`src/rtl/mult_issue_pipe.sv`:
```
// Issue/retire pipeline around a combinational 32x32 signed tree multiplier.
// Operand stage S0 feeds the tree; PIPE_STAGES product registers feed writeback.
module mult_issue_pipe #(
    parameter int PIPE_STAGES = 2,
    parameter int TAG_W       = 4
) (
    input  logic             clk,
    input  logic             rst_n,
    input  logic             flush,
    input  logic             in_valid,
    output logic             in_ready,
    input  logic [31:0]      in_a,
    input  logic [31:0]      in_b,
    input  logic             in_hi,
    input  logic [TAG_W-1:0] in_tag,
    output logic [31:0]      mul_a,
    output logic [31:0]      mul_b,
    input  logic [63:0]      mul_result,
    output logic             out_valid,
    input  logic             out_ready,
    output logic [31:0]      out_data,
    output logic [TAG_W-1:0] out_tag,
    output logic             out_ovf,
    output logic             out_zero,
    output logic             busy
);

    typedef struct packed {
        logic             v;
        logic             hi;
        logic [TAG_W-1:0] tag;
        logic [63:0]      p;
    } res_t;

    logic             v0;
    logic             hi0;
    logic [TAG_W-1:0] tag0;
    res_t             st [1:PIPE_STAGES];
    res_t             last;
    logic             advance;
    logic             accept;

    assign last     = st[PIPE_STAGES];
    assign advance  = !last.v || out_ready;
    assign in_ready = advance && !flush;
    assign accept   = in_valid && in_ready;

    always_ff @(posedge clk or negedge rst_n) begin
        if (!rst_n) begin
            v0    <= 1'b0;
            hi0   <= 1'b0;
            tag0  <= '0;
            mul_a <= '0;
            mul_b <= '0;
        end else if (flush) begin
            v0 <= 1'b0;
        end else if (advance) begin
            v0 <= accept;
            if (accept) begin
                hi0   <= in_hi;
                tag0  <= in_tag;
                mul_a <= in_a;
                mul_b <= in_b;
            end
        end
    end

    // Whole-pipe stall: either every stage shifts or none does.
    always_ff @(posedge clk or negedge rst_n) begin
        if (!rst_n) begin
            for (int i = 1; i <= PIPE_STAGES; i++) st[i] <= '0;
        end else if (flush) begin
            for (int i = 1; i <= PIPE_STAGES; i++) st[i].v <= 1'b0;
        end else if (advance) begin
            st[1] <= '{v: v0, hi: hi0, tag: tag0, p: mul_result};
            for (int i = 2; i <= PIPE_STAGES; i++) st[i] <= st[i-1];
        end
    end

    always_comb begin
        busy = v0;
        for (int i = 1; i <= PIPE_STAGES; i++) busy = busy | st[i].v;
    end

    assign out_valid = last.v;
    assign out_tag   = last.tag;
    assign out_data  = last.hi ? last.p[63:32] : last.p[31:0];
    // Flags are qualified by valid so stale data after flush/reset reads as 0.
    assign out_ovf   = last.v && (last.p[63:32] != {32{last.p[31]}});
    assign out_zero  = last.v && (out_data == 32'd0);

endmodule

```
`config.mk`:
```
export PLATFORM = sky130hd
export DESIGN_NAME = mult_issue_pipe
export DESIGN_NICKNAME = d
export VERILOG_FILES = /design/src/rtl/mult_issue_pipe.sv
export SDC_FILE = /design/constraint.sdc
export NUM_CORES = 1
export LEC_CHECK = 0
export ABC_AREA = 0
export BUFFER_PORTS_ARGS = -buffer_cell sky130_fd_sc_hd__buf_2
export CORE_AREA = 4 4 144 146
export CTS_CLUSTER_SIZE = 20
export DETAILED_ROUTE_END_ITERATION = 10
export DIE_AREA = 0 0 148 150
export GPL_TIMING_DRIVEN = 0
export PLACE_DENSITY = 0.69
export SETUP_SLACK_MARGIN = 0.02
export SLEW_MARGIN = 10
export SYNTH_ARGS = -nofsm -noshare
export SYNTH_HDL_FRONTEND = slang
export SYNTH_SLANG_ARGS = --single-unit
```
`constraint.sdc`:
```
create_clock -name clk -period 2.9 [get_ports clk]
set_clock_uncertainty 0.05 [all_clocks]
set_input_delay 0.435 -clock clk [delete_from_list [all_inputs] [get_ports clk]]
set_output_delay 0.435 -clock clk [all_outputs]
set_load 0.01 [all_outputs]
```
After elaboration in Yosys (flattened, before gate mapping):

Index checks and enable logic that the tools add are counted.

* bits in registers: 210
* bits of input ports: 138
* output and inout port bits: 105
* word-level logic and storage cells: 34

* eq/ne operators: 1
* multiplexer cells: 6
* bitwise logic cells: 3
* reductions and logical operators: 11

Operator list (number)
* 140-bit 2-to-1 mux: 1
* 32-bit logical NOT: 1
* 32-bit 2-to-1 mux: 1
* 32-bit inequality test: 1
* 1-bit logical AND: 4
* 1-bit 2-to-1 mux: 4
* 3-bit AND reduction: 1
* 1-bit logical NOT: 2
* 1-bit bitwise OR: 2
* 2-bit AND reduction: 1
* 2-bit nonzero test: 1
* 1-bit logical OR: 1
* 1-bit NOT: 1

Depth between registers and ports, before layout:

Gate-level depths: netlist (run 1).

* depth in word-level cells: 6
* gate-level depth with buffers: 7
* mapped depth without buffers: 4

Worst setup path after synthesis (run 1):

No wires, ideal clock.

* kind: reg-to-output
* start point: register st, in the netlist last[14]
* end point: output out_zero
* data arrival time: 1662 ps
* slack: 753 ps
* cell stages (with the launch flop): 5
* cell sequence: dfrtp_1 or4_1 nor4_1 o221ai_1 nor4b_1

* longest elaborated chain between the ends: 3

RTL lines
* start: declaration: RTL line 38 `res_t st [1:PIPE_STAGES];`
* 32-bit 2-to-1 mux: RTL line 87 `assign out_data = last.hi ? last.p[63:32] : last.p[31:0];`
* 32-bit logical NOT: RTL line 90 `assign out_zero = last.v && (out_data == 32'd0);`
* 1-bit logical AND: RTL line 90
* end: declaration: RTL line 24 `output logic out_zero,`

No other way between the ends.

Final worst setup path (run 1):

Same ends and word-level chain as after synthesis.

==> impl_results.md, run 1 <==
- Hold Path Class: in -> reg
- Mean Syn Cell Area: about 15 sq um
- Hold Crit Start: mul_result[13]
- PD cells: 762 mW/mm^2
- Fin cells: roughly 1100
- Hpwl dp: between 15000 and 20000 um
- Worst-margin pin slew: between 0.6 and 0.7 ns
- Slew Limit Fails: 0
- Drt wl/cell: about 19 um
- R2r worst-path depth: 7
- Nets: around 970
- Flop2flop setup slack: approximately 0.74 ns
- Clock tree buffer depth: 3
- Post-CTS Repair Setup Buffers: 0
- Root Driver: clkbuf_16
- Largest net degree at the start of global routing: around 100
- Clock Latency Late Sink: ~0.50 ns
- Vias in the first global route: 6101
- Post-layout min period: ~2.8 ns
- Seq/Total Area, Yosys: 61.3%
- Register area: 0.00526 sq mm
- Final ANT Viol Nets: 0
- First-pass GRT wire length: ~33000 um
- Core Region: between 0.015 and 0.02 sq mm
- Cell taking the most area after synthesis: dfrtp_1
- Die Ht: ~150 um
- Clock Sinks: 210
- Total GRT Usage: 18.7%
- Commonest register cell after synthesis: dfrtp_1
- Max Cap Violations: 0
- Global route total overflow: 0
- Unrepaired setup endpoints after global routing: true
- CP max FO: 3
- Final hold vios: 0
- Slowest cell on the critical path: or4_1
- # placed instances: between 1000 and 1500
- Reg2Reg Capture Point: mul_a[8]
- Layout fillers: approximately 1700
- Top post-synthesis cells by count: 227 x mux2_2, 210 x dfrtp_1, 24 x buf_2, 12 x nor2_1, 11 x nor3_1
- Clock-pin slew on the worst setup and hold paths: ~0.06 ns
- Drt pass-1 iters: 4
- Worst path max stage delay: 0.59 ns
- Vias per cell: approximately 5.0
- Placed Area: roughly 0.010 sq mm
- Startpoint Class: register
- EDFF count, synth: 0
- CTS tree: yes
- DRT Wirelength: around 21000 um
- # IOs: about 240
- Port Buffers: ~240
- Setup violators final: 0
- CTS H-tree depth: 1
- Hold depth: 2
- Peak supply drop: around 0.00048 V
- Syn. warnings: 0
- Crit path cell chain: or4_1, nor4_2, o221ai_1, nor4b_2, buf_2
- Crit end category: primary output
- FP Rows: just over 50
- Top-count cell post-synth: mux2_2
- Initial Utilization: between 40% and 50%
- Period utilization: around 96%
- Via count: approximately 5600
- Outcome: complete, no violations
- Yosys reg bits: between 200 and 250
- Synthesized area: 0.00858 sq mm
- Initial DRC count: ~190
- WHS Endpoint: st[83]
- Initial antenna violation count: 5
- Design area: approximately 0.011 sq mm
- Async set-or-reset flop fraction in the synthesized netlist: 100%
- CTS buffer count: 24
- R2R Path Start: out_valid
- Max_slew headroom: between 50% and 60%
- Layout area overhead: 29.0%
- CP required: approximately 2.4 ns
- Fmax: 0.360 GHz
- Gp weighted congestion: roughly 0.77
- Setup Crit Path Kind: reg -> out
- Area of the multi-input gates: about 0.0031 sq mm
- LEAKAGE: 5.09 nW
- Die width: 148 um
- Ant. Diodes: 0
- Synth top area cells: dfrtp_1 61%, mux2_2 30%, mux2_4 1.8%, buf_2 1.4%, nor3_1 0.64%
- Die ar.: about 0.022 sq mm
- Post-synthesis instance total: 557
- Arrival @ worst endpoint: 2.29 ns
- DRC: 0
- Netlist cell types: 32
- Setup_tns: 0 ns
- Share of layout cells above drive strength 1: 66.0%
- Synthesized net count: between 600 and 700
- Worst setup startpoint: last[14]
- Post-synth top area share: roughly three fifths
worst max-delay path, delay by kind of cell (launching register included):
family | cells | cell delay, ns
flip-flops | 1 | 0.40
buffers and inverters | 1 | 0.19
AO/OA/AOI/OAI | 1 | 0.18
AND/OR/NAND/NOR | 3 | 1.01
worst max path at each step:
stage                     to  slack, ns  cells past startpoint
floorplan           out_zero       0.75                      4
global placement          v0      -2.34                      1
detailed placement  out_zero       0.48                      6
CTS                 out_zero       0.04                      5
global route        out_zero   -0.00009                      5
finish              out_zero       0.12                      5
cell families after synthesis:
family | synth area share (%)
flops | 61.3
buf+inv | 2.23
simple gates | 3.79
compound gates | 1.14
mux | 31.6
routing by layer:
layer / part of all wire (%) / vias up / track usage, %
met5: 0.26 / - / 0
met4: 2.1 / 10 / 4.30
met3: 8.6 / 38 / 6.27
met2: 47 / 200 / 30.9
met1: 42 / 2777 / 24.1
li1: - / 2553 / -
where the power goes:
| group | internal (mW) | leakage, nW | switching (mW) |
|---|---|---|---|
| clock network | 1.98 | 0.420 | 1.20 |
| logic | 0.858 | 2.21 | 0.732 |
| registers | 3.37 | 2.47 | 0.299 |
| total | 6.21 | 5.09 | 2.23 |
per-stage QoR:
stage	setup WS [ns]	utilization, %	hold slack, ns	total power [mW]
after floorplan	0.753	-	0.0894	4.59
after global placement	-2.34	52.2	0.431	5.27
after detailed placement	0.480	52.5	0.325	5.32
after CTS	0.0366	57.0	0.0826	8.54
after global routing	-0.0000866	57.0	0.0875	8.83
final	0.120	57.0	0.0993	8.44
what timing repair did:
action | 4_1_cts | 5_1_grt
setup endpoints to repair | 9 | 2
resized for setup | 1 | 3
endpoints found under the hold margin | 52 | 0
hold buffers | 1 | 0
cell usage in the layout, fill, tap and decap left out, types with 3 or more instances in the layout:
cell,n
mux2_2,227
clkbuf_8,9
nand2_1,8
nand4_1,7
clkbuf_16,25
o21ai_0,4
a21oi_1,3
clkbuf_1,4
nor4_1,5
nor3_1,11
mux2_4,10
nor2_1,12
clkinv_2,3
a31oi_1,4
nand3_1,3
dfrtp_1,210
buf_4,4
buf_2,265
cell type report:
class / instances / share of cell area [%]
timing repair buffer: 245 / 11.6
multi-input combinational: 312 / 28.4
sequential: 210 / 47.5
inverter: 2 / 0.0678
tap: 265 / 3.00
clock buffer: 36 / 6.84
clock inverter: 8 / 0.893
buffer: 33 / 1.70
state kept, by name, summed over array words and instances (netlist names):
name / count
hi0: 1
last: 65
mul_a: 32
mul_b: 32
out_tag: 4
out_valid: 1
st: 70
tag0: 4
v0: 1
Power figures use the tool's default switching activity.
==> run 2, diff against run 1 <==
Settings changed: CORE_AREA 4 4 144 146 to 4 4 162 164, DIE_AREA 0 0 148 150 to 0 0 166 168, PLACE_DENSITY 0.69 to default.
==> impl_results.md, run 2 (synthesis gave the netlist of run 1 again) <==
- CP required: 2.41 ns (about the same)
- Utilization after layout: 44.5% (was 57.0%)
- Crit end category: primary output (unchanged)
- Clock Latency Late Sink: 0.52 ns (was 0.50 ns)
- Slowest cell on the critical path: or4_1 (unchanged)
- Clock Sinks: 210 (unchanged)
- Die Ht: 168 um (was 150 um)
- Nets: 967 (was 966)
- Gp weighted congestion: 0.741 (was 0.772)
- Hold Crit Start: flush (was mul_result[13])
- First-pass GRT wire length: 33300 um (was 32900 um)
- Initial Utilization: 34.5% (was 44.2%)
- CTS tree: yes (unchanged)
- Final ANT Viol Nets: 0 (unchanged)
- Core Region: 0.0249 sq mm (was 0.0194 sq mm)
- Max Cap Violations: 0 (unchanged)
- Drt pass-1 iters: 4 (unchanged)
- Share of layout cells above drive strength 1: 65.2% (was 66.0%)
- Crit path cell chain: or4_1, nor4_2, o221ai_1, nor4b_2, buf_2 (unchanged)
- Clock-pin slew on the worst setup and hold paths: 0.06 ns (about the same)
- Vias in the first global route: 5922 (was 6101)
- Number of flip-flops in the largest register: 70 (unchanged)
- R2R Path Start: out_valid (unchanged)
- CTS buffer count: 25 (was 24)
- Largest net degree at the start of global routing: 106 (was 101)
- Layout fillers: 2294 (was 1652)
- PD cells: 744 mW/mm^2 (was 762 mW/mm^2)
- Hold Path Class: in -> reg (unchanged)
- Pre-CTS setup slack: 0.493 ns (was 0.480 ns)
- Layout area overhead: 29.1% (was 29.0%)
- Biggest register: st (unchanged)
- Startpoint Class: register (unchanged)
- Total power: 8.24 mW (was 8.44 mW)
- Initial DRC count: 164 (was 189)
- Total GRT Usage: 14.7% (was 18.7%)
- DRC: 0 (unchanged)
- # IOs: 243 (unchanged)
- CP max FO: 3 (unchanged)
- Post-CTS Repair Setup Buffers: 0 (unchanged)
- Setup Crit Path Kind: reg -> out (unchanged)
- Worst path bufs/invs: 1 (unchanged)
- Hpwl dp: 15200 um (about the same)
- Period utilization: 95.6% (was 95.9%)
- Outcome: complete, no violations (unchanged)
- # placed instances: 1131 (was 1066)
- Worst hold margin: 0.0882 ns (was 0.0993 ns)
- CP delay by family, top: simple AND/OR/NAND/NOR gates (unchanged)
- LEAKAGE: 5.05 nW (was 5.09 nW)
- Post-layout min period: 2.77 ns (was 2.78 ns)
- DRT Wirelength: 20800 um (about the same)
- Register area: 0.00526 sq mm (unchanged)
- Setup_tns: 0 ns (unchanged)
- Clock tree buffer depth: 3 (unchanged)
- Setup violators final: 0 (unchanged)
- Worst path max stage delay: 0.59 ns (about the same)
- Global route total overflow: 0 (unchanged)
- Drt wl/cell: 17.7 um (was 18.7 um)
- Die ar.: 0.0279 sq mm (was 0.0222 sq mm)
- Design area: 0.0111 sq mm (about the same)
- Fmax: 0.361 GHz (was 0.360 GHz)
- Initial antenna violation count: 3 (was 5)
- Worst-margin pin slew: 0.644 ns (was 0.620 ns)
- Root Driver: clkbuf_16 (unchanged)
- Area of the multi-input gates: 0.00315 sq mm (was 0.00314 sq mm)
- Fin cells: 1174 (was 1111)
- Via count: 5535 (was 5578)
- Slew Limit Fails: 0 (unchanged)
- Final worst slack: 0.128 ns (was 0.120 ns)
- Peak supply drop: 0.000456 V (was 0.000484 V)
- Final hold vios: 0 (unchanged)
- Arrival @ worst endpoint: 2.29 ns (about the same)
- Most common cell after layout, fill and taps aside: buf_2 (unchanged)
- Worst setup startpoint: last[14] (unchanged)
- Ant. Diodes: 0 (unchanged)
- Max_slew headroom: 57.0% (was 58.7%)
- Most frequent cells in the layout: 265 x buf_2, 227 x mux2_2, 210 x dfrtp_1 (unchanged)
- Port Buffers: 242 (unchanged)
- FP Rows: 58 (was 51)
- CTS H-tree depth: 1 (unchanged)
- Die width: 166 um (was 148 um)
- Vias per cell: 4.71 (was 5.02)
- Unrepaired setup endpoints after global routing: false (was true)
- Placed Area: 0.0103 sq mm (was 0.0102 sq mm)
==> run 2: cell types whose count changed in the layout (fill, tap and decap cells not counted), sizes merged <==
cell and delta:
clkinv -2, clkinvlp -1, inv +1
==> run 2: cell type report <==
| class | count | area share (%) |
|---|---|---|
| flip-flops and latches | 210 | 47.5 |
| multi-input cells | 312 | 28.4 |
| repair buffers | 245 | 11.6 |
| clock buffers | 36 | 6.20 |
| well taps | 330 | 3.73 |
| plain buffers | 33 | 1.70 |
| clock inverters | 6 | 0.780 |
| inverters | 2 | 0.0678 |
==> run 2: what timing repair did <==
action | in CTS | in global routing
setup endpoints to repair | 9 | 2
hold buffers | 1 | 0
resized for setup | 1 | 4
endpoints found under the hold margin | 19 | 0
==> run 2: report_power, final <==
group	switching [mW]	internal (mW)	total [mW]
clock network	1.18	1.81	2.99
logic	0.722	0.858	1.58
registers	0.297	3.37	3.67
==> run 2: worst paths after layout <==
check                            end  slack (ns)  cells past startpoint
setup reg to reg            mul_a[2]        0.76                      7
hold reg to reg             last[61]        0.43                      2
setup / recovery            out_zero        0.13                      5
max in group asynchronous    tag0[3]        1.35                      4
min in group asynchronous   mul_a[3]        0.30                      2
hold / removal             out_valid        0.09                      2
==> run 2: per-layer routing <==
metal	GRT usage, %	up-vias	part of all wire, %
met3	4.51	39	7.5
met5	0	-	0.19
met2	24.2	173	47
met1	19.4	2767	44
li1	-	2550	-
met4	3.26	6	1.9
==> run 2: worst register-to-register path, cell delays in order, from the launching register on <==
cell and delay (ns):
dfrtp_1 0.49, and2b_2 0.29, nor2_4 0.18, and2_1 0.14, buf_2 0.17, buf_6 0.18, buf_6 0.20, mux2_4 0.32
==> run 3, diff against run 2 <==
Settings changed: CORE_AREA 4 4 162 164 to 2 2 160 162, DIE_AREA 0 0 166 168 to 0 0 162 164.
==> impl_results.md, run 3 (synthesis gave the netlist of run 1 again) <==
- Register area: 0.00526 sq mm (unchanged)
- Reg2Reg Capture Point: st[88] (was mul_a[2])
- Largest net degree at the start of global routing: 79 (was 106)
- FP Rows: 58 (unchanged)
- Gp weighted congestion: 0.763 (was 0.741)
- Drt pass-1 iters: 4 (unchanged)
- LEAKAGE: 5.11 nW (was 5.05 nW)
- Area of the multi-input gates: 0.00315 sq mm (unchanged)
- CTS buffer count: 25 (unchanged)
- DRC: 0 (unchanged)
- Clock tree buffer depth: 3 (unchanged)
- Outcome: complete, no violations (unchanged)
- R2r worst-path depth: 5 (was 7)
- DRT Wirelength: 20500 um (was 20800 um)
- CP max FO: 3 (unchanged)
- Slowest cell on the critical path: or4_1 (unchanged)
- Fmax: 0.364 GHz (was 0.361 GHz)
- Clock-pin slew on the worst setup and hold paths: 0.06 ns (about the same)
- CP endpoint: out_zero (unchanged)
- Unrepaired setup endpoints after global routing: false (unchanged)
- Peak supply drop: 0.000519 V (was 0.000456 V)
- Crit end category: primary output (unchanged)
- Setup_tns: 0 ns (unchanged)
- Number of flip-flops in the largest register: 70 (unchanged)
- Clock Sinks: 210 (unchanged)
- Setup Crit Path Kind: reg -> out (unchanged)
- Biggest register: st (unchanged)
- Initial Utilization: 34.6% (was 34.5%)
- Worst setup startpoint: last[14] (unchanged)
- Most common cell after layout, fill and taps aside: buf_2 (unchanged)
- Root Driver: clkbuf_16 (unchanged)
- Nets: 967 (unchanged)
- # IOs: 243 (unchanged)
- Via count: 5522 (was 5535)
- Clock Latency Late Sink: 0.51 ns (was 0.52 ns)
- Core Region: 0.0248 sq mm (was 0.0249 sq mm)
- Share of layout cells above drive strength 1: 66.2% (was 65.2%)
- Hpwl dp: 14900 um (was 15200 um)
- Slew Limit Fails: 0 (unchanged)
- Crit path cell chain: or4_1, nor4_2, o221ai_1, nor4b_2, buf_2 (unchanged)
- Max_slew headroom: 59.0% (was 57.0%)
- Post-layout min period: 2.75 ns (was 2.77 ns)
- Arrival @ worst endpoint: 2.26 ns (was 2.29 ns)
- PD cells: 765 mW/mm^2 (was 744 mW/mm^2)
- First-pass GRT wire length: 32000 um (was 33300 um)
- Final hold vios: 0 (unchanged)
- Setup violators final: 0 (unchanged)
- CTS H-tree depth: 1 (unchanged)
- Period utilization: 94.7% (was 95.6%)
- Initial antenna violation count: 4 (was 3)
- Flop2flop setup slack: 0.77 ns (was 0.76 ns)
- Max Cap Violations: 0 (unchanged)
- Vias in the first global route: 5840 (was 5922)
- Vias per cell: 4.69 (was 4.71)
- Hold Path Class: in -> reg (unchanged)
- Final ANT Viol Nets: 0 (unchanged)
- Layout area overhead: 30.3% (was 29.1%)
- Worst hold margin: 0.0947 ns (was 0.0882 ns)
- Drt wl/cell: 17.4 um (was 17.7 um)
- Die Ht: 164 um (was 168 um)
- R2R Path Start: out_valid (unchanged)
- Initial DRC count: 232 (was 164)
- Global route total overflow: 0 (unchanged)
- Die ar.: 0.0266 sq mm (was 0.0279 sq mm)
- Worst path max stage delay: 0.58 ns (was 0.59 ns)
- Worst-margin pin slew: 0.615 ns (was 0.644 ns)
- Post-CTS Repair Setup Buffers: 0 (unchanged)
- CTS tree: yes (unchanged)
- Total GRT Usage: 15.3% (was 14.7%)
- Startpoint Class: register (unchanged)
- CP required: 2.41 ns (about the same)
- Die width: 162 um (was 166 um)
- Most frequent cells in the layout: 266 x buf_2, 227 x mux2_2, 210 x dfrtp_1 (was 265 x buf_2, 227 x mux2_2, 210 x dfrtp_1)
- Layout fillers: 2297 (was 2294)
- Port Buffers: 242 (unchanged)
## run 3: layout make-up
class	instances	area share [%]
sequential	210	47.0
timing repair buffer	245	11.5
multi-input combinational	312	28.2
buffer	33	1.67
clock inverter	13	1.59
clock buffer	32	6.28
inverter	2	0.0672
tap	330	3.69
antenna	1	0.0224
## run 3: timing repair
| item | CTS | global route |
|---|---|---|
| hold buffers | 1 | 0 |
| endpoints found under the hold margin | 66 | 0 |
| setup endpoints to repair | 1 | 2 |
| pin swaps | 1 | 0 |
| resized for setup | 1 | 5 |
## run 3: worst min path at each step
stage            start   endpoint  slack, ns  depth (start not counted)
3_5_place_dp     rst_n    st[121]       0.38                          1
2_1_floorplan    rst_n        hi0       0.09                          0
6_report       in_a[7]   mul_a[7]       0.09                          2
3_3_place_gp   st[133]   last[63]       0.42                          2
5_1_grt          flush         v0       0.08                          2
4_1_cts          flush  out_valid       0.08                          2
## run 3: critical path, delay by kind of cell (launching register included)
family	cells	cell delay, ns
DFF	1	0.39
and+or+nand+nor	3	0.98
AOI/OAI and AO/OA	1	0.19
buffers and inverters	1	0.19
## run 3: stage by stage
step                      instance area [sq um]  total power, mW  utilization [%]  worst slack, ns  std cells
after global routing                      11200             8.96             45.0           0.0413       1177
after floorplan                            8580             4.59                -            0.753        557
after global placement                    10200             5.28             41.1            -2.43       1129
after CTS                                 11200             8.68             44.9           0.0481       1177
final                                     11200             8.55             45.0            0.153       1178
after detailed placement                  10300             5.31             41.4            0.483       1131
## run 3: power breakdown
part | leakage [nW] | switching, mW | internal [mW]
Combinational | 2.21 | 0.723 | 0.859
Clock | 0.431 | 1.23 | 2.06
Sequential | 2.47 | 0.297 | 3.37
## run 3: routing by layer
layer	track usage [%]	share of wire, %	up-vias
met3	4.07	6.6	41
met1	20.0	43	2743
met4	4.18	2.6	6
li1	-	-	2551
met2	25.4	48	181
met5	0	0.18	-
